**src/rtl/vga_sprite_engine.sv**
```systemverilog
// ---------------------------------------------------------------------------
// vga_sprite_engine
//
// VGA timing generator with a small table of filled rectangles ("sprites")
// drawn over a solid background colour.
//
// A free-running divider turns pclk into a pixel tick. Each tick advances the
// horizontal and vertical counters. The visible pixel for the current
// counter position is computed combinationally, then registered on the same
// tick. Every output therefore changes together, exactly one tick after the
// counters, and holds its value between ticks.
//
// Rectangles are written into a pending table at any time. The whole pending
// table is copied to the live table on the last tick of a frame, so a frame
// is always drawn from one consistent table.
//
// Ports
//   pclk        : sole clock
//   reset_n     : asynchronous active-low reset
//   bg_color    : RGB565 background colour
//   wr_en       : rectangle table write strobe (any pclk cycle)
//   wr_idx      : channel written; values >= NUM_RECT are ignored
//   wr_x, wr_y  : logical top-left corner
//   wr_w, wr_h  : logical size (0 in either axis disables the channel)
//   wr_color    : RGB565 fill colour
//   hsync/vsync : sync outputs, asserted level = SYNC_POL
//   red/green/blue : pixel colour (zero outside active video)
//   active      : visible pixel
//   pix_x/pix_y : logical coordinate of the output pixel (zero outside active)
//   frame_start : one-pclk pulse as the counters move to (0,0)
// ---------------------------------------------------------------------------
module vga_sprite_engine #(
    parameter int   CLK_DIV     = 5,
    parameter int   H_ACTIVE    = 640,
    parameter int   H_FP        = 16,
    parameter int   H_SYNC      = 96,
    parameter int   H_BP        = 48,
    parameter int   V_ACTIVE    = 480,
    parameter int   V_FP        = 10,
    parameter int   V_SYNC      = 2,
    parameter int   V_BP        = 33,
    parameter logic SYNC_POL    = 1'b0,
    parameter int   SCALE_SHIFT = 1,
    parameter int   NUM_RECT    = 3,
    localparam int  IDX_W       = (NUM_RECT > 1) ? $clog2(NUM_RECT) : 1
) (
    input  logic             pclk,
    input  logic             reset_n,
    input  logic [15:0]      bg_color,
    input  logic             wr_en,
    input  logic [IDX_W-1:0] wr_idx,
    input  logic [9:0]       wr_x,
    input  logic [9:0]       wr_y,
    input  logic [9:0]       wr_w,
    input  logic [9:0]       wr_h,
    input  logic [15:0]      wr_color,
    output logic             hsync,
    output logic             vsync,
    output logic [4:0]       red,
    output logic [5:0]       green,
    output logic [4:0]       blue,
    output logic             active,
    output logic [9:0]       pix_x,
    output logic [9:0]       pix_y,
    output logic             frame_start
);

    localparam int H_TOTAL  = H_ACTIVE + H_FP + H_SYNC + H_BP;
    localparam int V_TOTAL  = V_ACTIVE + V_FP + V_SYNC + V_BP;
    localparam int HC_W     = $clog2(H_TOTAL);
    localparam int VC_W     = $clog2(V_TOTAL);
    localparam int DIV_W    = (CLK_DIV > 1) ? $clog2(CLK_DIV) : 1;
    localparam int HS_START = H_ACTIVE + H_FP;
    localparam int HS_END   = H_ACTIVE + H_FP + H_SYNC;
    localparam int VS_START = V_ACTIVE + V_FP;
    localparam int VS_END   = V_ACTIVE + V_FP + V_SYNC;

    // ---------------- timing counters ----------------
    logic [DIV_W-1:0] div_q, div_d;
    logic [HC_W-1:0]  hcount_q, hcount_d;
    logic [VC_W-1:0]  vcount_q, vcount_d;
    logic             tick;
    logic             h_last;
    logic             v_last;
    logic             frame_last;

    assign tick       = (32'(div_q) == CLK_DIV - 1);
    assign h_last     = (32'(hcount_q) == H_TOTAL - 1);
    assign v_last     = (32'(vcount_q) == V_TOTAL - 1);
    // Last tick of the frame: live table is refreshed and frame_start fires.
    assign frame_last = tick && h_last && v_last;

    always_comb begin
        div_d    = tick ? '0 : div_q + DIV_W'(1);
        hcount_d = hcount_q;
        vcount_d = vcount_q;
        if (tick) begin
            if (h_last) begin
                hcount_d = '0;
                vcount_d = v_last ? '0 : vcount_q + VC_W'(1);
            end else begin
                hcount_d = hcount_q + HC_W'(1);
            end
        end
    end

    always_ff @(posedge pclk or negedge reset_n) begin
        if (!reset_n) begin
            div_q    <= '0;
            hcount_q <= '0;
            vcount_q <= '0;
        end else begin
            div_q    <= div_d;
            hcount_q <= hcount_d;
            vcount_q <= vcount_d;
        end
    end

    // ---------------- rectangle tables ----------------
    logic [9:0]  pend_x_q [NUM_RECT];
    logic [9:0]  pend_y_q [NUM_RECT];
    logic [9:0]  pend_w_q [NUM_RECT];
    logic [9:0]  pend_h_q [NUM_RECT];
    logic [15:0] pend_c_q [NUM_RECT];
    logic [9:0]  live_x_q [NUM_RECT];
    logic [9:0]  live_y_q [NUM_RECT];
    logic [9:0]  live_w_q [NUM_RECT];
    logic [9:0]  live_h_q [NUM_RECT];
    logic [15:0] live_c_q [NUM_RECT];

    // The live copy reads pending before this edge's write lands, so a write
    // on the commit tick waits for the following frame.
    always_ff @(posedge pclk or negedge reset_n) begin
        if (!reset_n) begin
            for (int i = 0; i < NUM_RECT; i++) begin
                pend_x_q[i] <= '0;
                pend_y_q[i] <= '0;
                pend_w_q[i] <= '0;
                pend_h_q[i] <= '0;
                pend_c_q[i] <= '0;
                live_x_q[i] <= '0;
                live_y_q[i] <= '0;
                live_w_q[i] <= '0;
                live_h_q[i] <= '0;
                live_c_q[i] <= '0;
            end
        end else begin
            for (int i = 0; i < NUM_RECT; i++) begin
                if (wr_en && (32'(wr_idx) == i)) begin
                    pend_x_q[i] <= wr_x;
                    pend_y_q[i] <= wr_y;
                    pend_w_q[i] <= wr_w;
                    pend_h_q[i] <= wr_h;
                    pend_c_q[i] <= wr_color;
                end
                if (frame_last) begin
                    live_x_q[i] <= pend_x_q[i];
                    live_y_q[i] <= pend_y_q[i];
                    live_w_q[i] <= pend_w_q[i];
                    live_h_q[i] <= pend_h_q[i];
                    live_c_q[i] <= pend_c_q[i];
                end
            end
        end
    end

    // ---------------- pixel computation ----------------
    logic                vid_active;
    logic                hs_zone;
    logic                vs_zone;
    logic [9:0]          log_x;
    logic [9:0]          log_y;
    logic [NUM_RECT-1:0] hit_vec;
    logic                hit_found;
    logic [15:0]         pix_color;

    assign vid_active = (32'(hcount_q) < H_ACTIVE) && (32'(vcount_q) < V_ACTIVE);
    assign hs_zone    = (32'(hcount_q) >= HS_START) && (32'(hcount_q) < HS_END);
    assign vs_zone    = (32'(vcount_q) >= VS_START) && (32'(vcount_q) < VS_END);
    assign log_x      = 10'(hcount_q >> SCALE_SHIFT);
    assign log_y      = 10'(vcount_q >> SCALE_SHIFT);

    // Bounds are 11 bits so rx+w never wraps back to the left edge.
    // A zero width or height gives an empty interval and never hits.
    always_comb begin
        hit_vec = '0;
        for (int i = 0; i < NUM_RECT; i++) begin
            hit_vec[i] = ({1'b0, log_x} >= {1'b0, live_x_q[i]}) &&
                         ({1'b0, log_x} <  ({1'b0, live_x_q[i]} + {1'b0, live_w_q[i]})) &&
                         ({1'b0, log_y} >= {1'b0, live_y_q[i]}) &&
                         ({1'b0, log_y} <  ({1'b0, live_y_q[i]} + {1'b0, live_h_q[i]}));
        end
    end

    // Lowest hit index wins.
    always_comb begin
        hit_found = 1'b0;
        pix_color = bg_color;
        for (int i = 0; i < NUM_RECT; i++) begin
            if (!hit_found && hit_vec[i]) begin
                hit_found = 1'b1;
                pix_color = live_c_q[i];
            end
        end
    end

    // ---------------- registered outputs ----------------
    logic        hsync_q;
    logic        vsync_q;
    logic [15:0] rgb_q;
    logic        active_q;
    logic [9:0]  pix_x_q;
    logic [9:0]  pix_y_q;
    logic        frame_start_q;

    always_ff @(posedge pclk or negedge reset_n) begin
        if (!reset_n) begin
            hsync_q       <= ~SYNC_POL;
            vsync_q       <= ~SYNC_POL;
            rgb_q         <= '0;
            active_q      <= 1'b0;
            pix_x_q       <= '0;
            pix_y_q       <= '0;
            frame_start_q <= 1'b0;
        end else begin
            frame_start_q <= frame_last;
            if (tick) begin
                hsync_q  <= hs_zone ? SYNC_POL : ~SYNC_POL;
                vsync_q  <= vs_zone ? SYNC_POL : ~SYNC_POL;
                active_q <= vid_active;
                rgb_q    <= vid_active ? pix_color : 16'h0000;
                pix_x_q  <= vid_active ? log_x : 10'd0;
                pix_y_q  <= vid_active ? log_y : 10'd0;
            end
        end
    end

    assign hsync       = hsync_q;
    assign vsync       = vsync_q;
    assign red         = rgb_q[15:11];
    assign green       = rgb_q[10:5];
    assign blue        = rgb_q[4:0];
    assign active      = active_q;
    assign pix_x       = pix_x_q;
    assign pix_y       = pix_y_q;
    assign frame_start = frame_start_q;

endmodule

```
**config.mk**
```make
export PLATFORM = sky130hd
export DESIGN_NAME = vga_sprite_engine
export DESIGN_NICKNAME = d
export VERILOG_FILES = /design/src/rtl/vga_sprite_engine.sv
export SDC_FILE = /design/constraint.sdc
export NUM_CORES = 1
export LEC_CHECK = 0
export ABC_CLOCK_PERIOD_IN_PS = 3800
export CAP_MARGIN = 20
export CORE_UTILIZATION = 48
export CTS_CLUSTER_SIZE = 24
export DETAILED_ROUTE_END_ITERATION = 16
export PLACE_DENSITY = 0.69
export SETUP_SLACK_MARGIN = 0.3
export SKIP_LAST_GASP = 1
export SYNTH_ARGS = -nofsm -noshare
export SYNTH_HDL_FRONTEND = slang
export SYNTH_SLANG_ARGS = --single-unit
```
**constraint.sdc**
```tcl
create_clock -name pclk -period 3.8 [get_ports pclk]
set_input_delay 0.57 -clock pclk [delete_from_list [all_inputs] [get_ports pclk]]
set_output_delay 0.57 -clock pclk [all_outputs]
set_load 0.02 [all_outputs]
```
==> flow_summary.toml, run 1 <==
[clocking]
hold_buffers = 0
cts_buffers = 43
clock_latency_ns = 0.57
cts_num_sinks = 397
cts.clk_slew.worst_paths_ns = 0.06
clock_path_buffers = 3
htreeDepth = 2
cts_root_buffer = "clkbuf_16"
tritoncts = "built"

[critical_path]
required_ns = 4.23
r2r-start = "live_y_q[20]$_DFFE_PN0P_"
arrival_ns = 4.32
reg2reg_slack_ns = -0.09
reg2reg_depth = 16
startpoint_type = "flip-flop"
cp_max_fo = 8
r2r-end = "rgb_q[11]$_DFFE_PN0N_"
cp-end-kind = "flip-flop"
crit_start = "live_y_q[20]$_DFFE_PN0P_"
path_class = "flip-flop to flip-flop"
cp-endpoint = "rgb_q[11]$_DFFE_PN0N_"

[power]
p_sw_share_pct = 21.7
p_switching_mw = 2.18
leakage_nw = 11.6
p_comb_share_pct = 6.4
p_int_mw = 7.85
seq_power_share_pct = 47.5
pwr-share-clk_pct = 46.1
vdd_drop_max_mv = 0.360
power_density_nw_per_um2 = 416

[detailed_routing]
first_iter_violations = 833
vias_per_cell = 5.55
drt_wl_total_mm = 48.6
final_antenna_net_count = 0
vias = 14400
drcViolationCount = 0
firstDrtPassIters = 5
wl_per_cell_um = 18.7

[floorplan]
core_um2 = 40900
pin_count = 117
die-area_um2 = 42400
fp.dieW_um = 206
rows = 74
dieHeight_um = 206
initial_core_util_pct = 48.7

[run]
cap_violations = 0

[global_routing]
grt_max_degree = 120
grt_pass1_vias = 14900
antenna_found_initial = 6
grt_pass1_wl_mm = 78.1
grtUsageTotal_pct = 23.6
grt_overflow_total = 0

[placement]
placed_cell_area_um2 = 22200
gp_congestion = 0.852
dpl.hpwl_mm = 32.7
io_buffers = 114

[synthesis]
synthesis.area_um2 = 19900
syn-instance-count = 1862
synth_top_cell_area_share_pct = 49.5
synth_edf_count = 0
yosysTopAreaCell = "dfrtp_1"
syn_avg_cell_area_um2 = 10.7
yosys_warnings = 0
ys_ff_latch = 397
ys_types = 68
synthFlopType = "dfrtp_1"
synth_area_leaders = "dfrtp_1, ha_1, mux2_2"
postSynth.asyncResetShare_pct = 100
synth_seq_area_share_pct = 49.8

[finish]
syn2layout_area_growth_pct = 21.0
fillers = 3341
finalCoreUtilization_pct = 59.0
fin_nets = 2284
drive_gt1_share_pct = 19.1
design_area_um2 = 24100

[timing]
rsz0062_at_grt = "true"
max_freq_ghz = 0.257
fin_crit_sh_pct = 102
setup_ws_ns = -0.0894
drv_slew = 0
finalSetupViolCount = 16
slew_headroom_pct = 48.3
skew_ns = 0.0230
hold_violations = 0
min_period_ns = 3.89
hold_ws_ns = 0.0174
tightest_slew_ns = 0.773

[run_status]
violations = "setup timing"
status = "finished with violations"

[hold_path]
min_path_type = "primary input to async pin"
[logic make-up (layout without fill, tap and decap cells)]
| group | Yosys count | in the layout | share of synthesized area (%) |
|---|---|---|---|
| fa+ha+maj | 174 | 174 | 11.1 |
| simple gates | 591 | 592 | 12.6 |
| xor+xnor | 50 | 50 | 2.20 |
| compound gates | 301 | 301 | 9.97 |
| flops | 397 | 397 | 49.8 |
| other cells | 1 | 3 | 0.0188 |
| mux | 203 | 203 | 11.3 |
| buf+inv | 145 | 347 | 2.95 |
[per-layer routing]
layer / part of all wire (%) / GRT usage [%] / up-vias
met1: 46 / 33.3 / 7214
met2: 46 / 37.6 / 333
met5: 0 / 0 / -
met3: 5.4 / 3.96 / 65
met4: 2.0 / 6.62 / 0
li1: - / - / 6804
[final cells by class]
cell class                 count  area [um2]  area share [%]
tap                          532         666            2.76
timing repair buffer         196        1960            8.12
multi-input combinational   1322        9700            40.2
clock buffer                  56        1270            5.25
clock inverter                22         324            1.34
inverter                      73         279            1.16
sequential                   397        9940            41.2
antenna                        1        2.50          0.0104
[worst max-delay path, cell delays in order (launching register included)]
cell,delay [ns]
dfrtp_1,0.41
ha_4,0.18
fa_2,0.35
a211oi_2,0.26
nor2_2,0.07
or4_4,0.43
a21oi_2,0.17
xor2_1,0.09
ha_1,0.27
o21ai_0,0.15
a211oi_2,0.25
o21a_1,0.20
o31ai_4,0.09
o2111ai_4,0.09
and4bb_4,0.40
nand2b_4,0.25
o21ai_1,0.09
[how the worst min path moves through the flow]
stage                                to  cells past startpoint  slack, ns
2_1_floorplan        active$_DFFE_PN0N_                      0       0.27
3_3_place_gp   live_y_q[19]$_DFFE_PN0P_                      2       0.44
3_5_place_dp    live_c_q[8]$_DFFE_PN0P_                      2       0.45
4_1_cts         vcount_q[4]$_DFFE_PN0P_                      1       0.03
5_1_grt         vcount_q[7]$_DFFE_PN0P_                      1       0.07
6_report        vcount_q[2]$_DFFE_PN0P_                      1       0.02
[power groups by stage]
stage          registers, mW  clock network [mW]  logic (mW)
2_1_floorplan           4.78                   0       0.362
3_3_place_gp            4.82                   0       0.622
3_5_place_dp            4.83                   0       0.647
4_1_cts                 4.76                4.71       0.652
5_1_grt                 4.81                4.87       0.703
6_report                4.76                4.62       0.642
[registers in the layout, indices dropped and copies added, names as in the netlist, 10 cells and up]
name	flops
hcount_q	10
live_c_q	48
live_h_q	30
live_w_q	30
live_x_q	30
live_y_q	30
pend_c_q	48
pend_h_q	30
pend_w_q	30
pend_x_q	30
pend_y_q	30
rgb_q	16
vcount_q	10
[synthesized netlist by cell type (all sizes together), types with 5 or more instances]
cell and instances:
clkbuf 50, nor2 41, nand3 23, o2111ai 8, o21a 13, dfrtp 395
a211o 5, a211oi 18, a21oi 45, and3 10, fa 6, mux2 184
o211ai 10, buf 22, inv 73, nand2b 24, a32oi 16, o21ai 114
a21o 25, a31oi 5, o21bai 5, a22o 17, xor2 26, ha 168
nor4 7, o31ai 5, xnor2 24, nor3 6, nand4 9, mux2i 19
nand2 442
[cell usage in the layout, fill, tap and decap left out, types with 9 or more instances in the layout]
cell	count
a22o_1	17
a21o_1	25
nand3_1	23
nor2_1	40
a211oi_1	12
o211ai_1	10
nand2b_1	23
buf_12	11
inv_1	72
and3_1	10
ha_1	164
clkdlybuf4s50_1	113
o21a_1	13
nand2_1	441
dfrtp_1	395
clkbuf_16	46
xor2_1	26
xnor2_1	24
a32oi_1	11
clkbuf_8	10
clkinv_2	10
nand4_1	9
o21ai_1	22
mux2i_1	19
o21ai_0	90
a21oi_1	39
buf_4	62
mux2_2	178
[stage by stage]
stage | worst slack, ns | TNS, ns | cells | power (mW)
after floorplan | 0.0884 | 0 | 1863 | 5.14
after CTS | -0.0727 | -0.975 | 2591 | 10.1
final | -0.0894 | -1.12 | 2599 | 10.0
after detailed placement | -0.378 | -5.46 | 2507 | 5.48
after global routing | -0.238 | -3.37 | 2598 | 10.4
after global placement | -0.240 | -3.56 | 2507 | 5.44
[timing repair]
action	CTS	global route
cloned	2	1
setup buffers	4	6
endpoints found under the setup margin	16	16
resized for setup	22	42
pin swaps	21	42
Note: power is estimated with default switching activity, not from simulation.
==> run 2: changes to the inputs <==
--- a/config.mk
+++ b/config.mk
@@ -11,7 +11,7 @@
 export CTS_CLUSTER_SIZE = 24
 export DETAILED_ROUTE_END_ITERATION = 16
 export PLACE_DENSITY = 0.69
-export SETUP_SLACK_MARGIN = 0.3
+export SETUP_SLACK_MARGIN = 0.1
 export SKIP_LAST_GASP = 1
 export SYNTH_ARGS = -nofsm -noshare
 export SYNTH_HDL_FRONTEND = slang
==> run 2 against run 1 <==
Net effect: the flow still finishes with violations (setup timing); cell count is 0.46% lower; combinational power about the same; non-clock buffer count shrank 10; critical path type unchanged; highest routed layer is now met5.
==> flow_summary.toml, run 2 (synthesized netlist as in run 1, its figures left out) <==
[floorplan]
die-area_um2 = 42400
rows = 74
pin_count = 117
core_um2 = 40900
fp.dieW_um = 206
dieHeight_um = 206
initial_core_util_pct = 48.7

[finish]
fin_nets = 2275
largestRegisters = "live_c_q (48), pend_c_q (48)"
drive_gt1_share_pct = 18.1
final_cell_mix = "nand2_1, dfrtp_1, mux2_2, ha_1, clkdlybuf4s50_1"
design_area_um2 = 23800
fillers = 3399
layout_commonest_cell = "nand2_1"
finalCoreUtilization_pct = 58.3
syn2layout_area_growth_pct = 19.5

[detailed_routing]
wl_per_cell_um = 18.4
final_antenna_net_count = 0
vias_per_cell = 5.55
drcViolationCount = 0
drt_wl_total_mm = 47.5
first_iter_violations = 791
vias = 14400
firstDrtPassIters = 5

[hold_path]
min_path_type = "flip-flop to flip-flop"
hold_depth = 2

[timing]
drv_slew = 0
slew_headroom_pct = 47.6
fin_crit_sh_pct = 101
hold_violations = 0
setup_ws_ns = -0.0450
rsz0062_at_grt = "true"
skew_ns = 0.0183
max_freq_ghz = 0.260
min_period_ns = 3.84
finalSetupViolCount = 15
tightest_slew_ns = 0.783

[clocking]
tritoncts = "built"
cts_root_buffer = "clkbuf_16"
cts_buffers = 44
clock_latency_ns = 0.56
htreeDepth = 2
cts_num_sinks = 397
cts.clk_slew.worst_paths_ns = 0.06
clock_path_buffers = 3

[run_status]
violations = "setup timing"
status = "finished with violations"

[power]
p_switching_mw = 2.15
vdd_drop_max_mv = 0.334
p_comb_share_pct = 6.7
pwr-share-clk_pct = 43.7
p_int_mw = 7.45
seq_power_share_pct = 49.6
power_density_nw_per_um2 = 403
power_mw = 9.60
leakage_nw = 11.5
p_sw_share_pct = 22.4

[global_routing]
grtUsageTotal_pct = 23.1
met1_usage_pct = 32.8
grt_overflow_total = 0
use_met3_pct = 4.89
grt_pass1_wl_mm = 76.7
antenna_found_initial = 6
met2_usage_pct = 36.4
grt_busiest_layer = "met2"
grt_max_degree = 120
grt_pass1_vias = 14600

[critical_path]
reg2reg_slack_ns = -0.04
reg2reg_depth = 18
cp_max_fo = 7
cp-end-kind = "flip-flop"
crit_start = "live_y_q[20]$_DFFE_PN0P_"
path_class = "flip-flop to flip-flop"
startpoint_type = "flip-flop"
r2r-end = "rgb_q[11]$_DFFE_PN0N_"
arrival_ns = 4.28
cp-endpoint = "rgb_q[11]$_DFFE_PN0N_"
r2r-start = "live_y_q[20]$_DFFE_PN0P_"
required_ns = 4.23

[placement]
placed_cell_area_um2 = 22100
dpl.hpwl_mm = 31.8
gp_congestion = 0.848
io_buffers = 114

[run]
cap_violations = 0
==> run 2: cell types whose count changed in the layout (fill, tap and decap cells not counted), sizes merged <==
cell	previous run	this run
clkbuf	57	70
buf	82	72
bufinv	8	1
dlygate4sd3	0	1
clkinv	13	4
==> run 2: final cells by class <==
cell class | count | area [um2] | share of cell area (%)
well taps | 532 | 666 | 2.79
clock buffers | 70 | 1350 | 5.66
multi-input cells | 1322 | 9690 | 40.7
repair buffers | 186 | 1850 | 7.77
inverters | 73 | 279 | 1.17
diodes | 1 | 2.50 | 0.0105
clock inverters | 6 | 61.3 | 0.257
flip-flops and latches | 397 | 9940 | 41.7
==> run 2: critical path, cell delays in order (launching register included) <==
cell and delay, ns:
dfrtp_1 0.41, ha_4 0.18, fa_2 0.38, a211oi_2 0.19
nor2_1 0.09, o21ai_1 0.12, nand2b_1 0.08, xnor2_1 0.13
ha_1 0.31, a211o_1 0.26, a31oi_1 0.14, o211ai_1 0.12
o21a_1 0.24, o31ai_4 0.08, o2111ai_4 0.19, and4bb_4 0.31
buf_6 0.15, a32oi_1 0.24, o21ai_2 0.08
==> run 2: worst min-delay path by stage <==
stage	slack, ns	startpoint	endpoint
global placement	0.44	pend_h_q[4]$_DFFE_PN0P_	live_h_q[4]$_DFFE_PN0P_
global route	0.49	pend_w_q[26]$_DFFE_PN0P_	live_w_q[26]$_DFFE_PN0P_
CTS	0.46	pend_h_q[18]$_DFFE_PN0P_	live_h_q[18]$_DFFE_PN0P_
finish	0.46	pend_h_q[18]$_DFFE_PN0P_	live_h_q[18]$_DFFE_PN0P_
floorplan	0.27	reset_n	active$_DFFE_PN0N_
detailed placement	0.44	pend_h_q[18]$_DFFE_PN0P_	live_h_q[18]$_DFFE_PN0P_
==> run 2: power by group through the flow <==
stage / clock (mW) / sequential, mW / combinational (mW)
after floorplan: 0 / 4.78 / 0.362
after global placement: 0 / 4.81 / 0.619
after detailed placement: 0 / 4.83 / 0.644
after CTS: 4.27 / 4.76 / 0.653
after global routing: 4.43 / 4.81 / 0.705
final: 4.19 / 4.76 / 0.641
==> run 2: through the flow <==
stage	setup slack, ns	TNS, ns	std cells	hold WS [ns]
CTS	-0.0180	-0.0991	2583	0.460
global route	-0.285	-3.40	2586	0.487
finish	-0.0450	-0.335	2587	0.455
floorplan	0.0884	0	1863	0.274
detailed placement	-0.201	-2.63	2495	0.444
global placement	-0.106	-1.46	2495	0.441
==> run 2: routing by layer <==
metal  up-vias  part of all wire [%]
met5         -                  0.13
met4        10                   1.6
met2       345                    45
met3        81                   6.3
met1      7135                    47
li1       6789                     -
==> run 2: what timing repair did <==
action,in CTS,in global routing
endpoints found under the hold margin,37,0
endpoints found under the setup margin,16,16
pin swaps,38,25
hold buffers,1,0
setup buffers,8,3
gates cloned,3,0
resized for setup,54,17
==> run 3: changes to the inputs <==
--- a/config.mk
+++ b/config.mk
@@ -13,6 +13,7 @@
 export PLACE_DENSITY = 0.69
 export SETUP_SLACK_MARGIN = 0.1
 export SKIP_LAST_GASP = 1
+export SLEW_MARGIN = 20
 export SYNTH_ARGS = -nofsm -noshare
 export SYNTH_HDL_FRONTEND = slang
 export SYNTH_SLANG_ARGS = --single-unit
==> results of run 3 <==
Final layout, timing and power as in run 2 (identical DEF).
